**config.mk**
```make
export PLATFORM = sky130hd
export DESIGN_NAME = buttons_poll_master
export DESIGN_NICKNAME = d
export VERILOG_FILES = /design/src/rtl/buttons_pkg.sv /design/src/rtl/btn_debounce.sv /design/src/rtl/buttons_poll_master.sv
export SDC_FILE = /design/constraint.sdc
export NUM_CORES = 1
export LEC_CHECK = 0
export BUFFER_PORTS_ARGS = -buffer_cell sky130_fd_sc_hd__buf_2
export CAP_MARGIN = 5
export CORE_UTILIZATION = 40
export CTS_BUF_LIST = sky130_fd_sc_hd__clkbuf_8 sky130_fd_sc_hd__clkbuf_16
export DETAILED_ROUTE_END_ITERATION = 8
export PLACE_DENSITY = 0.76
export RECOVER_POWER = 50
export SYNTH_ARGS = -nofsm -noshare
export SYNTH_HDL_FRONTEND = slang
export SYNTH_SLANG_ARGS = --single-unit
```
**constraint.sdc**
```tcl
create_clock -name clk -period 2.7 [get_ports clk]
set_input_delay 0.675 -clock clk [delete_from_list [all_inputs] [get_ports clk]]
set_output_delay 0.675 -clock clk [all_outputs]
set_load 0.03 [all_outputs]
```
**src/rtl/buttons_pkg.sv**
```systemverilog
// Shared constants and types for the push-button poll master.
package buttons_pkg;

  localparam int          BTN_WIDTH    = 7;
  localparam logic [31:0] BTN_PIO_ADDR = 32'h0000_0000;

  typedef struct packed {
    logic [BTN_WIDTH-1:0] pressed;
    logic [BTN_WIDTH-1:0] released;
  } btn_evt_t;

  typedef enum logic [1:0] {IDLE, READ, LAT, CAPTURE} poll_state_e;

endpackage

```
**src/rtl/btn_debounce.sv**
```systemverilog
// Accepts a sample strobe; commits a new button state after DEBOUNCE_COUNT identical samples.
// Event strobe is combinational in the sample cycle and cannot be stalled; the caller must absorb it.
module btn_debounce
  import buttons_pkg::*;
#(
  parameter int DEBOUNCE_COUNT = 4
) (
  input  logic                 clk,
  input  logic                 reset,
  input  logic                 smp_vld,
  input  logic [BTN_WIDTH-1:0] smp_dat,
  output logic [BTN_WIDTH-1:0] btn_state,
  output logic                 evt_vld,
  output btn_evt_t             evt_dat
);

  localparam logic [3:0] DB_MAX = 4'(DEBOUNCE_COUNT);

  logic [BTN_WIDTH-1:0] cand_q, cand_d;
  logic [BTN_WIDTH-1:0] state_q, state_d;
  logic [3:0]           cnt_q, cnt_d;

  always_comb begin
    cand_d  = cand_q;
    cnt_d   = cnt_q;
    state_d = state_q;
    evt_vld = 1'b0;
    evt_dat = '0;
    if (smp_vld) begin
      if (smp_dat != cand_q) begin
        cand_d = smp_dat;
        cnt_d  = 4'd1;
      end else if (cnt_q != DB_MAX) begin
        cnt_d = cnt_q + 4'd1;
      end
      // The freshly updated count decides, so DEBOUNCE_COUNT=1 accepts every sample at once.
      if (cnt_d == DB_MAX && cand_d != state_q) begin
        state_d          = cand_d;
        evt_vld          = 1'b1;
        evt_dat.pressed  = cand_d & ~state_q;
        evt_dat.released = ~cand_d & state_q;
      end
    end
  end

  always_ff @(posedge clk) begin
    if (reset) begin
      cand_q  <= '0;
      cnt_q   <= '0;
      state_q <= '0;
    end else begin
      cand_q  <= cand_d;
      cnt_q   <= cnt_d;
      state_q <= state_d;
    end
  end

  assign btn_state = state_q;

endmodule

```
**src/rtl/buttons_poll_master.sv**
```systemverilog
// Polls the button PIO over Avalon-MM and streams debounced press/release events; event lands 2+READ_LATENCY cycles after tick.
// A full, unconsumed event slot OR-merges new events and raises sticky overrun; reads stall on waitrequest.
module buttons_poll_master
  import buttons_pkg::*;
#(
  parameter int                WIDTH          = BTN_WIDTH,
  parameter int                ADDR_W         = 32,
  parameter logic [ADDR_W-1:0] BUTTON_ADDR    = ADDR_W'(BTN_PIO_ADDR),
  parameter int                POLL_PERIOD    = 50000,
  parameter int                READ_LATENCY   = 1,
  parameter int                DEBOUNCE_COUNT = 4,
  parameter bit                ACTIVE_LOW     = 1'b1
) (
  input  logic              clk,
  input  logic              reset,
  output logic [ADDR_W-1:0] avm_address,
  output logic              avm_read,
  input  logic              avm_waitrequest,
  input  logic [31:0]       avm_readdata,
  output logic              evt_valid,
  input  logic              evt_ready,
  output logic [WIDTH-1:0]  evt_press,
  output logic [WIDTH-1:0]  evt_release,
  output logic [WIDTH-1:0]  btn_state,
  output logic              overrun,
  input  logic              overrun_clr
);

  localparam int                 TIMER_W    = $clog2(POLL_PERIOD);
  localparam logic [TIMER_W-1:0] TIMER_LAST = TIMER_W'(POLL_PERIOD - 1);
  localparam logic [1:0]         LAT_INIT   = 2'(READ_LATENCY - 1);

  logic [TIMER_W-1:0] timer_q, timer_d;
  poll_state_e        state_q, state_d;
  logic [1:0]         lat_q, lat_d;
  logic               read_q, read_d;
  btn_evt_t           slot_q, slot_d;
  logic               vld_q, vld_d;
  logic               ovr_q, ovr_d;

  logic               tick;
  logic               consume;
  logic [WIDTH-1:0]   smp_dat;
  logic               db_evt_vld;
  btn_evt_t           db_evt;
  logic               unused_rd_hi;

  assign tick         = (timer_q == TIMER_LAST);
  assign consume      = vld_q & evt_ready;
  assign smp_dat      = avm_readdata[WIDTH-1:0] ^ {WIDTH{ACTIVE_LOW}};
  assign unused_rd_hi = ^avm_readdata[31:WIDTH];

  btn_debounce #(
    .DEBOUNCE_COUNT (DEBOUNCE_COUNT)
  ) u_debounce (
    .clk       (clk),
    .reset     (reset),
    .smp_vld   (state_q == CAPTURE),
    .smp_dat   (smp_dat),
    .btn_state (btn_state),
    .evt_vld   (db_evt_vld),
    .evt_dat   (db_evt)
  );

  always_comb begin
    timer_d = tick ? '0 : timer_q + TIMER_W'(1);
    state_d = state_q;
    lat_d   = lat_q;
    case (state_q)
      IDLE:    if (tick) state_d = READ;
      READ: begin
        if (!avm_waitrequest) begin
          if (LAT_INIT == 2'd0) begin
            state_d = CAPTURE;
          end else begin
            state_d = LAT;
            lat_d   = LAT_INIT;
          end
        end
      end
      LAT: begin
        lat_d = lat_q - 2'd1;
        if (lat_d == 2'd0) state_d = CAPTURE;
      end
      CAPTURE: state_d = IDLE;
      default: state_d = IDLE;
    endcase
    read_d = (state_d == READ);
  end

  // Event slot: load when free or draining this cycle, otherwise merge and flag.
  always_comb begin
    slot_d = slot_q;
    vld_d  = vld_q;
    ovr_d  = ovr_q;
    if (overrun_clr) ovr_d = 1'b0;
    if (db_evt_vld) begin
      if (!vld_q || consume) begin
        slot_d = db_evt;
        vld_d  = 1'b1;
      end else begin
        slot_d.pressed  = slot_q.pressed | db_evt.pressed;
        slot_d.released = slot_q.released | db_evt.released;
        ovr_d           = 1'b1;
      end
    end else if (consume) begin
      slot_d = '0;
      vld_d  = 1'b0;
    end
  end

  always_ff @(posedge clk) begin
    if (reset) begin
      timer_q <= '0;
      state_q <= IDLE;
      lat_q   <= '0;
      read_q  <= 1'b0;
      slot_q  <= '0;
      vld_q   <= 1'b0;
      ovr_q   <= 1'b0;
    end else begin
      timer_q <= timer_d;
      state_q <= state_d;
      lat_q   <= lat_d;
      read_q  <= read_d;
      slot_q  <= slot_d;
      vld_q   <= vld_d;
      ovr_q   <= ovr_d;
    end
  end

  assign avm_address = BUTTON_ADDR;
  assign avm_read    = read_q;
  assign evt_valid   = vld_q;
  assign evt_press   = slot_q.pressed;
  assign evt_release = slot_q.released;
  assign overrun     = ovr_q;

endmodule
```
==> results by group, run 1 <==
Global route
  – Global-route wire length before repair: roughly 9300 um
  – All-Layer GR Usage: roughly 15%
  – Maximum number of pins on one net before global-route repair: 25
  – Antenna violations before repair: 0
  – Grt total ovfl: 0
  – Via count of the first global-routing pass: 1924

Floorplan
  – Vertical die dimension: a little under 90 um
  – Total number of placement rows: 31
  – X dimension of the die: between 80 and 90 um
  – Starting density of the core: roughly two fifths
  – Core box area: slightly above 0.007 sq mm
  – Die outline area: between 0.007 and 0.008 sq mm
  – Ports: 93

Placement
  – Cell Area, Placed: 0.00308 sq mm
  – Routability cong.: 0.858
  – Number of buffers inserted by port buffering: 35
  – Placed Cells incl. Taps: 460
  – Sum of net half-perimeters after detailed placement: 4050 um
  – Placement Setup Slack: ~0.29 ns

Layout
  – Number of nets in the final layout: around 420
  – Share of post-route cells with drive strength above 1: between 10% and 20%
  – Fin area: a little over 0.003 sq mm
  – Area growth syn-to-layout: 4.36%
  – Non-filler instance count after layout: roughly 470
  – Register area: approximately 0.0011 sq mm
  – Multi-input combinational cell area: 0.00158 sq mm
  – Ant. Diodes: 0
  – Total of fill cells in the finished design: between 700 and 800

Pwr
  – Power density cells: ~440 mW/mm^2
  – Peak VDD IR: ~0.00017 V
  – Final Power: around 1.4 mW
  – Cell leakage power: approximately 1.3 nW

Logic synthesis
  – Leading post-synthesis cells by cell area: sky130_fd_sc_hd__dfxtp_1 (37%), sky130_fd_sc_hd__buf_4 (8.0%), sky130_fd_sc_hd__ha_1 (7.5%)
  – Post-synthesis sequential area ratio: between 30% and 40%
  – Mapped Cells: 347
  – Top cell type by total area after synthesis: sky130_fd_sc_hd__dfxtp_1
  – Async S/R FF share, synth: 0%
  – Yosys warning total: 0
  – Cell with the most instances after synthesis: sky130_fd_sc_hd__dfxtp_1
  – Post-synthesis register bit count: 55
  – Post-synthesis average cell area: about 8.6 sq um
  – Number of flops mapped to enable cells by yosys: 0
  – Count of different cell masters after synthesis: 40
  – Share of Yosys cell area claimed by the top area cell type: 36.9%
  – Prevailing post-synth register cell: sky130_fd_sc_hd__dfxtp_1
  – Leading cell types by count after synthesis: sky130_fd_sc_hd__dfxtp_1 (55), sky130_fd_sc_hd__nor2_1 (45), sky130_fd_sc_hd__buf_4 (32)
  – Synth Cell Area: about 0.0030 sq mm

Run status
  – Status: completed

Clocking
  – Later-pin clock latency in the skew report: a little over 0.3 ns
  – CTS root buf: sky130_fd_sc_hd__clkbuf_8
  – Clock transition at the register clock pins on the worst setup and hold paths after CTS: 0.09 ns
  – Maximum count of clock buffers along a single path: 2
  – Htree depth: 2
  – Inserted Clock Buffers: 5
  – Post-CTS sizing: 0
  – Post-CTS setup repair buffer count: 0
  – Clock tree from TritonCTS: built
  – Post-cts hold buffer count: 0
  – Count of clock tree sinks: between 50 and 60

Timing
  – Max_slew headroom: 26.6%
  – Transition at the pin with the smallest max-transition slack: between 1 and 1.5 ns
  – Number of hold violations in the final report: 0
  – Crit path time final: approximately 2.3 ns
  – Worst-case setup margin in the final layout: roughly 0.38 ns
  – Layout Skew: 0.00887 ns
  – Final total negative setup slack: 0 ns
  – Number of endpoints failing setup at the final stage: 0
  – Unrepaired setup endpoints after global routing: no
  – Final slew viol count: 0
  – Fin crit share: approximately 86%
  – Achievable frequency: around 430 MHz

Detailed routing
  – Number of optimization iterations in the first detailed-route pass: 6
  – Overall routed net length: approximately 5700 um
  – Detailed-route DRC error count: 0
  – Average routed wire per standard cell: about 12 um
  – Number of vias after detailed routing: between 2000 and 2500
  – Iteration-0 DRC Markers: 86
  – Antenna Nets Post-Route: 0
  – Routed via count divided by cell count: 4.94

Min path
  – Hold Crit Endpoint: timer_q[0]
  – Path class of the lowest-slack min-delay path: register to register
  – Hold path depth: 1
  – Start point of the worst min-delay path: timer_q[0]

Critical path
  – Reg2reg start: u_debounce.cnt_q[0]
  – CP max FO: 24
  – R2r worst-path depth: 8
  – CP Data Required Time: ~2.9 ns
  – Worst reg-to-reg setup slack: 0.54 ns
  – Reg2Reg Capture Point: evt_press[3]
  – CP Capture Type: register
  – Critical path arrival: 2.48 ns
  – Setup Crit Path Kind: input port to register
  – Startpoint type of the worst setup path: input port

Job
  – # Max-Cap Violations: 0
## critical path, cell delays in order
cell and delay, ns:
sky130_fd_sc_hd__clkbuf_1 0.78, sky130_fd_sc_hd__clkbuf_1 0.73, sky130_fd_sc_hd__nand2b_1 0.21, sky130_fd_sc_hd__o32ai_2 0.07
## per-layer routing
| metal | GRT usage (%) | vias up | wire, um |
|---|---|---|---|
| li1 | - | 1162 | - |
| met1 | 20.3 | 1079 | 2760 |
| met2 | 23.9 | 53 | 2650 |
| met3 | 3.54 | 6 | 231 |
| met4 | 6.60 | 0 | 99 |
| met5 | 0 | - | 0 |
## cells by family after synthesis
logic type	after synthesis	synth area share, %
fa+ha+maj	18	7.54
other cells	1	0.126
xor+xnor	21	6.16
mux	1	0.335
buf+inv	75	14.1
flops	55	36.9
simple gates	107	18.9
compound gates	69	16.0
## report_power, final
group	internal (mW)	leakage (nW)	switching, mW
clock	0.170	0.0413	0.253
combinational	0.0247	0.831	0.102
sequential	0.814	0.443	0.00313
## final cells by class
cell class / instances / area share (%)
clock buffers: 5 / 2.21
clock inverters: 1 / 0.120
inverters: 20 / 2.41
multi-input cells: 248 / 50.7
flip-flops and latches: 55 / 35.3
well taps: 99 / 3.97
repair buffers: 38 / 5.22
## registers in the layout (all words and copies together), names as in the netlist
| name | flops |
|---|---|
| avm_read | 1 |
| evt_press | 7 |
| evt_release | 7 |
| evt_valid | 1 |
| lat_q | 2 |
| overrun | 1 |
| state_q | 2 |
| timer_q | 16 |
| u_debounce.btn_state | 7 |
| u_debounce.cand_q | 7 |
| u_debounce.cnt_q | 4 |
## metrics by stage
stage               utilization [%]  hold slack, ns
finish                         43.0           0.461
CTS                            43.5           0.465
floorplan                         -           0.418
detailed placement             42.5           0.451
global placement               42.5           0.430
global route                   43.0           0.492
## worst max-delay path by stage
stage / start / endpoint / slack, ns / depth (start not counted)
3_5_place_dp: avm_readdata[3] / evt_release[2] / 0.29 / 8
5_1_grt: reset / overrun / 0.24 / 4
6_report: reset / overrun / 0.38 / 4
2_1_floorplan: avm_readdata[2] / evt_press[2] / 0.69 / 8
3_3_place_gp: avm_readdata[2] / evt_release[0] / 0.27 / 8
4_1_cts: u_debounce.cnt_q[0] / evt_release[2] / 0.55 / 8
## cell usage in the layout, fill, tap and decap left out, types with 2 or more instances in the layout
master / count
sky130_fd_sc_hd__o21ai_0: 2
sky130_fd_sc_hd__nand4_1: 5
sky130_fd_sc_hd__buf_2: 10
sky130_fd_sc_hd__xnor2_1: 8
sky130_fd_sc_hd__inv_1: 21
sky130_fd_sc_hd__or3_1: 2
sky130_fd_sc_hd__and3_1: 18
sky130_fd_sc_hd__ha_1: 18
sky130_fd_sc_hd__a31o_2: 21
sky130_fd_sc_hd__a31oi_1: 2
sky130_fd_sc_hd__nor2b_1: 2
sky130_fd_sc_hd__nor3_1: 6
sky130_fd_sc_hd__conb_1: 32
sky130_fd_sc_hd__buf_4: 2
sky130_fd_sc_hd__nand3_1: 8
sky130_fd_sc_hd__a211oi_1: 8
sky130_fd_sc_hd__xor2_1: 13
sky130_fd_sc_hd__clkbuf_1: 26
sky130_fd_sc_hd__nand2b_1: 4
sky130_fd_sc_hd__nand2_1: 6
sky130_fd_sc_hd__clkbuf_8: 5
sky130_fd_sc_hd__and4_1: 3
sky130_fd_sc_hd__a21oi_1: 30
sky130_fd_sc_hd__nor2_1: 45
sky130_fd_sc_hd__dfxtp_1: 55
sky130_fd_sc_hd__nor4bb_1: 2
Note: power is estimated with default switching activity, not from simulation.
==> run 2: changes to the inputs <==
- GPL_TIMING_DRIVEN: default -> 0
- RECOVER_POWER: 50 -> default
==> run 2 against run 1 <==
Compared with the run above: combinational power up 35%; first-iteration DRC count is 22% higher; clock skew decreased by 0.0011 ns; critical path type is now register to register; critical endpoint is now evt_press[5].
==> results by group, run 2 (synthesis results as in run 1) <==
Floorplan
  – Ports: 93 (unchanged)
  – Total number of placement rows: 31 (unchanged)
  – Starting density of the core: 41.2% (unchanged)
  – Vertical die dimension: 88.4 um (unchanged)
  – Core box area: 0.00725 sq mm (unchanged)
  – Die outline area: 0.00782 sq mm (unchanged)
  – X dimension of the die: 88.4 um (unchanged)

Timing
  – Worst-case setup margin in the final layout: 0.472 ns (+0.0886 ns)
  – Number of hold violations in the final report: 0 (unchanged)
  – Transition at the pin with the smallest max-transition slack: 0.547 ns (-0.554 ns)
  – Max_slew headroom: 63.5% (+37 points)
  – Layout Skew: 0.00776 ns (-0.00111 ns)
  – Crit path time final: 2.23 ns (-0.0886 ns)
  – Final slew viol count: 0 (unchanged)
  – Achievable frequency: 449 MHz (+4.0%)
  – Number of endpoints failing setup at the final stage: 0 (unchanged)
  – Unrepaired setup endpoints after global routing: no
  – Fin crit share: 82.5% (-3.3 points)
  – Final total negative setup slack: 0 ns (unchanged)

Global route
  – Antenna violations before repair: 0 (unchanged)
  – Via count of the first global-routing pass: 2178 (+13%)
  – Maximum number of pins on one net before global-route repair: 16 (-36%)
  – Grt total ovfl: 0 (unchanged)
  – Global-route wire length before repair: 10000 um (+8.4%)
  – All-Layer GR Usage: 16.5% (+1.1 points)

Detailed routing
  – Routed via count divided by cell count: 4.81 (-2.5%)
  – Number of optimization iterations in the first detailed-route pass: 6 (unchanged)
  – Iteration-0 DRC Markers: 105 (+22%)
  – Overall routed net length: 6170 um (+7.4%)
  – Detailed-route DRC error count: 0 (unchanged)
  – Antenna Nets Post-Route: 0 (unchanged)
  – Average routed wire per standard cell: 11.9 um (-3.6%)
  – Number of vias after detailed routing: 2498 (+8.6%)

Placement
  – Number of buffers inserted by port buffering: 34 (-2.9%)
  – Placement Setup Slack: 0.329 ns (+0.0420 ns)
  – Placed Cells incl. Taps: 511 (+11%)
  – Routability cong.: 0.824 (-4.0%)
  – Sum of net half-perimeters after detailed placement: 4720 um (+16%)

Critical path
  – Critical path arrival: 2.44 ns (-0.04 ns)
  – CP Capture Type: register
  – Startpoint type of the worst setup path: register
  – CP Data Required Time: 2.91 ns (+0.05 ns)
  – CP max FO: 10 (-58%)
  – Setup Crit Path Kind: register to register

Clocking
  – Clock tree from TritonCTS: built
  – CTS root buf: sky130_fd_sc_hd__clkbuf_8
  – Htree depth: 2 (unchanged)
  – Post-CTS sizing: 0 (unchanged)
  – Count of clock tree sinks: 55 (unchanged)
  – Post-cts hold buffer count: 0 (unchanged)
  – Clock transition at the register clock pins on the worst setup and hold paths after CTS: 0.09 ns (about the same)
  – Inserted Clock Buffers: 5 (unchanged)
  – Later-pin clock latency in the skew report: 0.31 ns (about the same)
  – Maximum count of clock buffers along a single path: 2 (unchanged)
  – Post-CTS setup repair buffer count: 0 (unchanged)

Run status
  – Status: completed

Layout
  – Total of fill cells in the finished design: 708 (-6.1%)
  – Non-filler instance count after layout: 519 (+11%)
  – Number of nets in the final layout: 474 (+12%)
  – Share of post-route cells with drive strength above 1: 24.3% (+13 points)
  – Register area: 0.00110 sq mm (unchanged)
  – Largest register FFs: 16 (unchanged)
  – Area growth syn-to-layout: 17.1%
  – Ant. Diodes: 0 (unchanged)
  – Leading cell type in the layout, fill and taps excluded: sky130_fd_sc_hd__dfxtp_1
  – Multi-input combinational cell area: 0.00158 sq mm (unchanged)
  – Commonest non-fill, non-tap cells in the layout: sky130_fd_sc_hd__dfxtp_1 (55), sky130_fd_sc_hd__nor2_1 (45), sky130_fd_sc_hd__buf_2 (36), sky130_fd_sc_hd__buf_4 (32), sky130_fd_sc_hd__conb_1 (32)
  – Register ranked first by flip-flop count: timer_q

Pwr
  – Cell leakage power: 1.65 nW (+25%)
  – Power density cells: 422 mW/mm^2 (-3.8%)
  – Final Power: 1.48 mW (+8.0%)
  – Peak VDD IR: 0.000205 V (+24%)

Job
  – # Max-Cap Violations: 0 (unchanged)

Min path
  – Path class of the lowest-slack min-delay path: register to register
run 2: worst paths after layout:
path                                           from            to  slack [ns]  cells after the start
worst max-delay path            u_debounce.cnt_q[0]  evt_press[5]        0.47                      8
worst min-delay path                     timer_q[0]    timer_q[0]        0.46                      1
worst max register to register  u_debounce.cnt_q[0]  evt_press[5]        0.47                      8
worst min register to register           timer_q[0]    timer_q[0]        0.46                      1
run 2: report_power, final:
| part | internal [mW] | switching [mW] |
|---|---|---|
| registers | 0.814 | 0.00328 |
| logic | 0.0593 | 0.111 |
| clock network | 0.231 | 0.258 |
| total | 1.10 | 0.372 |
run 2: layout make-up:
class	count	share of cell area, %
Buffer	55	9.87
Clock buffer	7	2.75
Clock inverter	1	0.107
Inverter	20	2.15
Multi-Input combinational cell	248	45.2
Sequential cell	55	31.5
Tap cell	99	3.54
Timing Repair Buffer	34	4.87
run 2: critical path: stages, from the launching register on:
cell,delay (ns)
sky130_fd_sc_hd__dfxtp_1,0.43
sky130_fd_sc_hd__inv_1,0.10
sky130_fd_sc_hd__ha_1,0.26
sky130_fd_sc_hd__and4bb_1,0.22
sky130_fd_sc_hd__a41o_1,0.20
sky130_fd_sc_hd__o2111a_1,0.30
sky130_fd_sc_hd__clkbuf_1,0.22
sky130_fd_sc_hd__and3_1,0.19
sky130_fd_sc_hd__a31o_2,0.21
run 2: layer usage:
metal	global-route usage (%)	share of wire, %
met4	5.28	1.5
met5	0	0
met1	21.4	47
met3	3.17	4.0
met2	27.6	47
run 2: per-stage QoR:
step	util, %	area [sq um]	hold slack [ns]
5_1_grt	48.2	3500	0.477
2_1_floorplan	-	3100	0.418
4_1_cts	48.2	3500	0.458
3_5_place_dp	46.8	3400	0.438
3_3_place_gp	46.8	3400	0.428
6_report	48.2	3500	0.457
